## src/rtl/array_ctrl_pkg.sv

```systemverilog
// Shared definitions for the array controller: FSM state encoding and default geometry.
package array_ctrl_pkg;

    localparam int DEF_DEPTH = 1024;
    localparam int DEF_WIDTH = 12;
    localparam int DEF_AW    = 10;

    typedef enum logic {
        INIT = 1'b0,
        RUN  = 1'b1
    } state_e;

endpackage

```

## src/rtl/array_8_ctrl_resp_fifo2.sv

```systemverilog
// Two-entry response FIFO with fall-through when empty, so a capture can be
// consumed in the same cycle it arrives.
module resp_fifo2 #(
    parameter int WIDTH = 12
) (
    input  logic             clk,
    input  logic             rst_n,
    input  logic             i_valid,
    output logic             o_ready,
    input  logic [WIDTH-1:0] i_data,
    output logic             o_valid,
    input  logic             i_ready,
    output logic [WIDTH-1:0] o_data,
    output logic [1:0]       o_count
);

    logic [WIDTH-1:0] r_mem [2];
    logic             r_wptr;
    logic             r_rptr;
    logic [1:0]       r_count;

    logic w_stored;
    logic w_push;
    logic w_pop;
    logic w_store;
    logic w_deq;

    assign w_stored = (r_count != 2'd0);
    assign o_valid  = w_stored || i_valid;
    assign o_data   = w_stored ? r_mem[r_rptr] : i_data;
    assign o_ready  = (r_count != 2'd2) || i_ready;
    assign o_count  = r_count;

    assign w_push  = i_valid && o_ready;
    assign w_pop   = o_valid && i_ready;
    // An arrival into an empty FIFO that is consumed immediately never lands in storage.
    assign w_store = w_push && !(!w_stored && i_ready);
    assign w_deq   = w_pop && w_stored;

    always_ff @(posedge clk or negedge rst_n) begin
        if (!rst_n) begin
            r_wptr  <= 1'b0;
            r_rptr  <= 1'b0;
            r_count <= 2'd0;
        end else begin
            if (w_store) r_wptr <= ~r_wptr;
            if (w_deq)   r_rptr <= ~r_rptr;
            r_count <= r_count + {1'b0, w_store} - {1'b0, w_deq};
        end
    end

    always_ff @(posedge clk) begin
        if (w_store) r_mem[r_wptr] <= i_data;
    end

endmodule

```

## src/rtl/array_8_ctrl.sv

```systemverilog
// Controller for a 1-cycle-latency dual-port SRAM: clears the array after reset,
// then serves read/write requests. Define ARRAY_CTRL_BYPASS_EN to forward write data on same-address collisions.
module array_8_ctrl
    import array_ctrl_pkg::*;
#(
    parameter int DEPTH = DEF_DEPTH,
    parameter int WIDTH = DEF_WIDTH,
    parameter int AW    = DEF_AW
) (
    input  logic             clock,
    input  logic             reset_n,
    input  logic             rd_valid,
    output logic             rd_ready,
    input  logic [AW-1:0]    rd_addr,
    input  logic             wr_valid,
    output logic             wr_ready,
    input  logic [AW-1:0]    wr_addr,
    input  logic [WIDTH-1:0] wr_data,
    output logic             resp_valid,
    input  logic             resp_ready,
    output logic [WIDTH-1:0] resp_data,
    output logic             init_done,
    output logic [AW-1:0]    R0_addr,
    output logic             R0_en,
    input  logic [WIDTH-1:0] R0_data,
    output logic [AW-1:0]    W0_addr,
    output logic             W0_en,
    output logic [WIDTH-1:0] W0_data
);

    state_e           r_state;
    logic [AW-1:0]    r_cnt;
    logic             r_inflight;

    logic             w_run;
    logic             w_wr_fire;
    logic             w_rd_fire;
    logic             w_addr_hit;
    logic             w_pop;
    logic [1:0]       w_fifo_cnt;
    logic [1:0]       w_used;
    logic [1:0]       w_after_pop;
    logic             w_credit_ok;
    logic             w_fifo_in_ready;
    logic [WIDTH-1:0] w_cap_data;

    assign w_run      = (r_state == RUN);
    assign w_wr_fire  = wr_valid && w_run;
    assign w_addr_hit = w_wr_fire && (rd_addr == wr_addr);
    assign w_pop      = resp_valid && resp_ready;

    // One read can be in the SRAM pipeline; together with stored entries it may not exceed the FIFO depth.
    assign w_used      = {1'b0, r_inflight} + w_fifo_cnt;
    assign w_after_pop = w_used - {1'b0, w_pop};
    assign w_credit_ok = (w_after_pop < 2'd2);

`ifdef ARRAY_CTRL_BYPASS_EN
    assign rd_ready = w_run && w_credit_ok && w_fifo_in_ready;
`else
    assign rd_ready = w_run && w_credit_ok && w_fifo_in_ready && !w_addr_hit;
`endif

    assign w_rd_fire = rd_valid && rd_ready;
    assign wr_ready  = w_run;
    assign init_done = w_run;

    assign R0_en   = w_rd_fire;
    assign R0_addr = rd_addr;

    // The clear write is qualified by reset_n so nothing is written while reset is held.
    assign W0_en   = w_run ? w_wr_fire : reset_n;
    assign W0_addr = w_run ? wr_addr : r_cnt;
    assign W0_data = w_run ? wr_data : '0;

    always_ff @(posedge clock or negedge reset_n) begin
        if (!reset_n) begin
            r_state    <= INIT;
            r_cnt      <= '0;
            r_inflight <= 1'b0;
        end else begin
            case (r_state)
                INIT: begin
                    r_cnt <= r_cnt + 1'b1;
                    if (r_cnt == AW'(DEPTH - 1)) r_state <= RUN;
                end
                RUN: r_state <= RUN;
                default: r_state <= INIT;
            endcase
            r_inflight <= w_rd_fire;
        end
    end

`ifdef ARRAY_CTRL_BYPASS_EN
    logic             r_byp_sel;
    logic [WIDTH-1:0] r_byp_data;

    always_ff @(posedge clock or negedge reset_n) begin
        if (!reset_n) begin
            r_byp_sel  <= 1'b0;
            r_byp_data <= '0;
        end else begin
            r_byp_sel <= w_rd_fire && w_addr_hit;
            if (w_wr_fire) r_byp_data <= wr_data;
        end
    end

    assign w_cap_data = r_byp_sel ? r_byp_data : R0_data;
`else
    assign w_cap_data = R0_data;
`endif

    resp_fifo2 #(
        .WIDTH (WIDTH)
    ) u_resp_fifo (
        .clk     (clock),
        .rst_n   (reset_n),
        .i_valid (r_inflight),
        .o_ready (w_fifo_in_ready),
        .i_data  (w_cap_data),
        .o_valid (resp_valid),
        .i_ready (resp_ready),
        .o_data  (resp_data),
        .o_count (w_fifo_cnt)
    );

endmodule

```

## config.mk

```make
export PLATFORM = sky130hd
export DESIGN_NAME = array_8_ctrl
export DESIGN_NICKNAME = d
export VERILOG_FILES = /design/src/rtl/array_ctrl_pkg.sv /design/src/rtl/array_8_ctrl_resp_fifo2.sv /design/src/rtl/array_8_ctrl.sv
export SDC_FILE = /design/constraint.sdc
export NUM_CORES = 1
export LEC_CHECK = 0
export BUFFER_PORTS_ARGS = -buffer_cell sky130_fd_sc_hd__buf_2
export CAP_MARGIN = 20
export CORE_AREA = 3 3 83 85
export DETAILED_ROUTE_END_ITERATION = 16
export DIE_AREA = 0 0 86 88
export GPL_ROUTABILITY_DRIVEN = 1
export SLEW_MARGIN = 10
export SYNTH_ARGS = -nofsm -noshare
export SYNTH_HDL_FRONTEND = slang
export SYNTH_SLANG_ARGS = --single-unit
export TNS_END_PERCENT = 20
```

## constraint.sdc

```tcl
create_clock -name clock -period 5.55 [get_ports clock]
set_clock_uncertainty 0.05 [all_clocks]
set_input_delay 0.2775 -clock clock [delete_from_list [all_inputs] [get_ports clock]]
set_output_delay 0.2775 -clock clock [all_outputs]
set_load 0.005 [all_outputs]
```

### Yosys cells after proc, flatten, opt, wreduce, memory -nomap -nowiden

Memories as Yosys holds them, arrays and structs flattened.
Cells that the tools add are included.

| word-level totals | value |
|---|---|
| register bits after elaboration | 16 |
| bits in latches | 0 |
| bits in writable memories | 24 |
| bits in read-only memories | 0 |
| input port bits | 49 |
| output and inout port bits | 50 |
| word-level logic and storage cells | 44 |
| memories kept | 1 |

| operators by class | value |
|---|---|
| $add $sub $neg | 5 |
| multipliers | 0 |
| divide/modulo/power cells | 0 |
| order comparisons | 1 |
| eq/ne operators | 3 |
| shifts and indexed selects | 0 |
| muxes and demuxes | 8 |
| bitwise logic cells | 3 |
| reduce and logical (&&, ||, !) cells | 17 |

Memories:

| memory | depth | bits a word | read ports | clocked after memory_dff | write ports | line | source |
|---|---|---|---|---|---|---|---|
| u_resp_fifo.r_mem | 2 | 12 | 1 | 0 | 1 | array_8_ctrl_resp_fifo2.sv:17 | `logic [WIDTH-1:0] r_mem [2];` |

Operators by type and width:

| cell | count |
|---|---|
| 12-bit two-way mux | 2 |
| 1-bit logical AND | 11 |
| 10-bit by 1-bit adder with 10-bit output, second input constant | 1 |
| 10-bit equality test | 1 |
| 10-bit equality test, second input constant | 1 |
| 10-bit two-way mux | 1 |
| 1-bit two-way mux | 4 |
| 2-bit by 1-bit subtractor with 2-bit output | 2 |
| 1-bit zero test | 3 |
| 1-bit NOT | 3 |
| 1-bit by 2-bit adder with 2-bit output | 1 |
| 2-bit by 1-bit adder with 2-bit output | 1 |
| 1-bit logical OR | 2 |
| 2-bit less-than comparator, second input constant | 1 |
| 2-bit inequality test, second input constant | 1 |
| 1-bit case mux with 2 select lines | 1 |
| 2-bit nonzero test | 1 |

### Logic depth before layout (Yosys ltp)

| logic depth | value |
|---|---|
| depth after elaboration | 9 |
| gate-level depth with buffers | 8 |
| mapped depth without buffers | 7 |

### Cells and area by module

From an unflattened synthesis, not the netlist that was laid out.

| unflattened totals | value |
|---|---|
| cells, all modules | 187 |
| area, all modules | 2193.4 µm² |

Modules (own cells, without submodules):

| module | times used | cells each | area each (µm²) | sequential area each (µm²) |
|---|---|---|---|---|
| resp_fifo2 | 1 | 86 | 1219.9 | 820.8 |
| array_8_ctrl | 1 | 101 | 973.4 | 300.3 |

### Worst setup path before layout

OpenSTA, ideal clock, no wires.

| timing path | value |
|---|---|
| path type | register -> output |
| from | register u_resp_fifo.r_count[1] (netlist: u_resp_fifo.o_count[1]) |
| to | output R0_en |
| arrival time | 2.115 ns |
| data required time | 5.223 ns |
| path slack | 3.107 ns |
| stages on the path, launching flop included | 8 |
| path buffers | 0 |
| cells stage by stage | dfrtp_1 > or3_1 > and2_1 > ha_1 > nand2b_1 > xnor2_1 > mux2_2 > nor3b_1 |

| between the ends | value |
|---|---|
| word-level cells in the longest chain between the ends | 9 |
| elaborated cells on any way between the ends | 12 |
| those cells by class | add/sub (2); order compare (1); eq/ne (1); reduce/logical (8) |

RTL lines:

| item | line | source |
|---|---|---|
| from (decl) | array_8_ctrl_resp_fifo2.sv:20 | `logic [1:0] r_count;` |
| from (signal assigned) | array_8_ctrl_resp_fifo2.sv:48 | `r_count <= r_count + {1'b0, w_store} - {1'b0, w_deq};` |
| 2-bit nonzero test | array_8_ctrl_resp_fifo2.sv:28 | `assign w_stored = (r_count != 2'd0);` |
| 1-bit logical OR | array_8_ctrl_resp_fifo2.sv:29 | `assign o_valid = w_stored \|\| i_valid;` |
| named net resp_valid | array_8_ctrl.sv:19 | `output logic resp_valid,` |
| 1-bit logical AND | array_8_ctrl.sv:50 | `assign w_pop = resp_valid && resp_ready;` |
| 2-bit by 1-bit subtractor with 2-bit output | array_8_ctrl.sv:54 | `assign w_after_pop = w_used - {1'b0, w_pop};` |
| 2-bit less-than comparator | array_8_ctrl.sv:55 | `assign w_credit_ok = (w_after_pop < 2'd2);` |
| 1-bit logical AND (3 in series) | array_8_ctrl.sv:60 | `assign rd_ready = w_run && w_credit_ok && w_fifo_in_ready && !w_addr_hit;` |
| 1-bit logical AND | array_8_ctrl.sv:63 | `assign w_rd_fire = rd_valid && rd_ready;` |
| to (decl) | array_8_ctrl.sv:24 | `output logic R0_en,` |

The timed path passes the listed nets, and every way through them passes these cells.

### Final worst setup path

| timing path | value |
|---|---|
| from | register u_resp_fifo.r_count[1] (netlist: u_resp_fifo.o_count[1]) |
| to | output R0_en |

| between the ends | value |
|---|---|
| word-level cells in the longest chain between the ends | 9 |
| elaborated cells on any way between the ends | 12 |
| those cells by class | add/sub (2); order compare (1); eq/ne (1); reduce/logical (8) |

RTL lines:

| item | line |
|---|---|
| parallel branches: the longest is 6 deep, another holds 1-bit by 2-bit adder with 2-bit output | - |
| 1-bit logical AND (*) (2 in series) | array_8_ctrl.sv:60 |
| 1-bit logical AND (*) | array_8_ctrl.sv:63 |

Every way passes the cells marked *.

==> Implementation_results.wiki <==
{| class="wikitable"
! Metric !! Value
|-
| Synth warnings || 0
|-
| Core occupancy in the finished layout || 43.59%
|-
| Synthesized instance count || 181
|-
| Worst endpoint data arrival time || 2.61 ns
|-
| IO buf count || 98
|-
| Setup repair after global routing missed its margin || false
|-
| Clock sink count || 40
|-
| Slew of the pin with the lowest slew margin || 0.9973 ns
|-
| Count of state elements after synthesis || 40
|-
| Maximum VDD drop || 0.1518 mV
|-
| Slew headroom || 33.26%
|-
| Required time of the worst setup path || 5.22 ns
|-
| Drc violations || 0
|-
| Top cells by area in the synthesized netlist || edfxtp_1 34%, dfrtp_1 19%, xnor2_1 8.2%, mux2_2 6.3%, mux2i_1 5.6%
|-
| Largest driver fanout on the critical path || 6
|-
| Combined area of the multi-input logic cells || 892.1 um2
|-
| Die W || 86 um
|-
| # diodes || 0
|-
| Most instantiated library cell after synthesis || edfxtp_1
|-
| Most instantiated cells after synthesis || 24 x edfxtp_1, 20 x xnor2_1, 16 x dfrtp_1, 15 x and2_1, 14 x nor2_1
|-
| Nature of the critical path startpoint || flip-flop
|-
| Worst-path cell chain || or3_1, and2_1, ha_1, nand2b_1, xnor2_1, mux2_2, nor3b_1, buf_2
|-
| Maxcap violations || 0
|-
| Post-Route Setup TNS || 0 ns
|-
| Effective utilization at floorplan || 34.18%
|-
| Die Footprint || 0.007568 mm2
|-
| Leakage power || 1.278 nW
|-
| Count of boundary I/O pins || 99
|-
| Total power || 0.8384 mW
|-
| Pwr/cell area || 306.4 mW/mm2
|-
| Startpoint-to-endpoint class of the critical path || flip-flop to primary output
|-
| Clock input transition at the sequential cells of the worst setup and hold paths || 0.08 ns
|-
| Max Transition Viols Final || 0
|-
| Share of the synthesized area in the top cell type || 33.59%
|-
| Peak clock frequency supported by timing || 340.2 MHz
|-
| Postcts setup bufs || 0
|-
| Vias per Instance || 4.575
|-
| Core Footprint || 0.006277 mm2
|-
| EDFF count, synth || 24
|-
| Setup slack of the critical path after layout || 2.611 ns
|-
| Initial antenna violation count || 0
|-
| Final weighted congestion in routability-driven placement || 0.6780
|-
| Top flip-flop cell by instance count after synthesis || edfxtp_1
|-
| Pin count of the biggest net entering global routing || 33
|-
| Min-delay worst type || primary input to flip-flop
|-
| Outcome || finished, final reports clean
|-
| Count of hold-fix buffers inserted at cts || 1
|-
| Post-layout min period || 2.939 ns
|-
| Routed WL || 4519 um
|-
| Sequential share of the synthesized area || 52.24%
|-
| Cell area after synthesis || 0.002146 mm2
|-
| Syn nets || 234
|-
| Final setup violation count || 0
|-
| Post-route cell area || 0.002736 mm2
|-
| Clock Tree Buf Depth || 2
|-
| Iteration-0 DRC count of the detailed router || 36
|-
| Crit. End Element || primary output
|-
| Average wire per cell in the routed design || 13.06 um
|-
| Post-place setup slack || 2.916 ns
|-
| Inserted Clock Buffers || 5
|-
| # H-tree levels || 2
|-
| Post-CTS resize count || 0
|-
| Die span in y || 88 um
|-
| Storage cell area || 0.001121 mm2
|-
| Share of synthesized registers carrying an async set or reset || 40.00%
|-
| Global routing usage summed across all routing layers || 12.48%
|-
| Area growth from synthesis to layout || 27.52%
|-
| Synthesized area divided by synthesized cell count || 11.86 um2
|-
| Final standard cell count with taps included and fillers excluded || 346
|-
| Final hold slack || 0.1470 ns
|-
| Detailed-router iteration count before antenna repair || 4
|-
| Placement Rows || 29
|-
| First-pass GRT wire length || 7314 um
|-
| Number of global-route vias before repair || 1526
|-
| ANT nets after route || 0
|-
| Instance area at placement || 0.002615 mm2
|-
| Cell total after placement || 337
|-
| Sum of overflow across all layers after global routing || 0
|-
| Final hold violation count || 0
|-
| Layout net count || 321
|-
| Cell taking the most area after synthesis || edfxtp_1
|-
| Clock insertion delay at the later pin of the skew report || 0.29 ns
|-
| Total via count in the routed design || 1583
|-
| Number of inserted filler cells in the final layout || 596
|-
| Period utilization || 52.96%
|-
| Share of layout cells above drive strength 1 || 44.98%
|-
| Slowest cell on the critical path || dfrtp_1
|-
| TritonCTS clock tree || built
|-
| Slowest stage delay, CP || 0.44 ns
|-
| Cell variety after synth || 31
|-
| Final HPWL DP || 3471 um
|-
| Buffer type at the clock tree root || clkbuf_8
|}
## cell type report
class                      count  share of cell area, %
inverter                       4                 0.5487
clock inverter                 3                  1.555
clock buffer                   5                  2.515
multi-input combinational    118                  32.60
timing repair buffer          99                  18.29
tap                           77                  3.521
sequential                    40                  40.97
## metal layers
layer  GRT usage, %  routed length [um]  vias to the layer above
met5              0                   0                        -
met4          3.453                  18                        0
met3          3.198                 373                        2
met2          20.95                2201                       82
met1          16.00                1927                      711
li1               -                   -                      788
## sequential cells by signal, indices dropped and copies added (netlist names)
| name | count |
|---|---|
| init_done | 1 |
| r_cnt | 10 |
| r_inflight | 1 |
| u_resp_fifo.o_count | 2 |
| u_resp_fifo.r_mem | 24 |
| u_resp_fifo.r_rptr | 1 |
| u_resp_fifo.r_wptr | 1 |
## worst paths after layout
path / start / endpoint / slack (ns) / cells after the start
min in group asynchronous: reset_n / r_cnt[7]$_DFFE_PN0N_ / 0.39 / 2
max in group asynchronous: reset_n / u_resp_fifo.r_wptr$_DFFE_PN0P_ / 4.78 / 2
max reg2reg: u_resp_fifo.o_count[1]$_DFF_PN0_ / r_inflight$_DFF_PN0_ / 3.24 / 7
max: u_resp_fifo.o_count[1]$_DFF_PN0_ / R0_en / 2.61 / 8
min: R0_data[4] / u_resp_fifo.r_mem[1][4]$_DFFE_PP_ / 0.15 / 1
min reg2reg: r_cnt[7]$_DFFE_PN0N_ / r_cnt[7]$_DFFE_PN0N_ / 0.44 / 1
## worst max-delay path, delay by kind of cell, from the launching register on
| family | cells | cell delay, ns |
|---|---|---|
| adder cells (fa/ha/maj) | 1 | 0.26 |
| flip-flops | 1 | 0.44 |
| XOR/XNOR | 1 | 0.16 |
| multiplexers | 1 | 0.36 |
| buffers and inverters | 1 | 0.16 |
| AND/OR/NAND/NOR | 4 | 0.94 |
## where the power goes
part	switching, mW	internal, mW
registers	0.0340	0.327
logic	0.115	0.130
clock network	0.100	0.133
## cells by family (layout without fill, tap and decap cells)
group | count (synthesis) | count (layout) | synth area share (%)
flops | 40 | 40 | 52.24
mux | 24 | 24 | 11.90
compound gates | 17 | 17 | 4.956
fa+ha+maj | 4 | 4 | 2.332
simple gates | 48 | 48 | 12.19
buf+inv | 23 | 111 | 6.180
xor+xnor | 25 | 25 | 10.20
## placed cells by master, fill, tap and decap left out, drive strengths merged, types with 2 or more instances in the layout
cell type  instances
a21oi             12
and2              15
buf               98
clkbuf             5
dfrtp             16
edfxtp            24
ha                 4
inv                4
mux2              12
mux2i             12
nand2              4
nand3              4
nand4              2
nor2              14
o21ai              3
xnor2             20
xor2               5
Power figures use the tool's default switching activity.
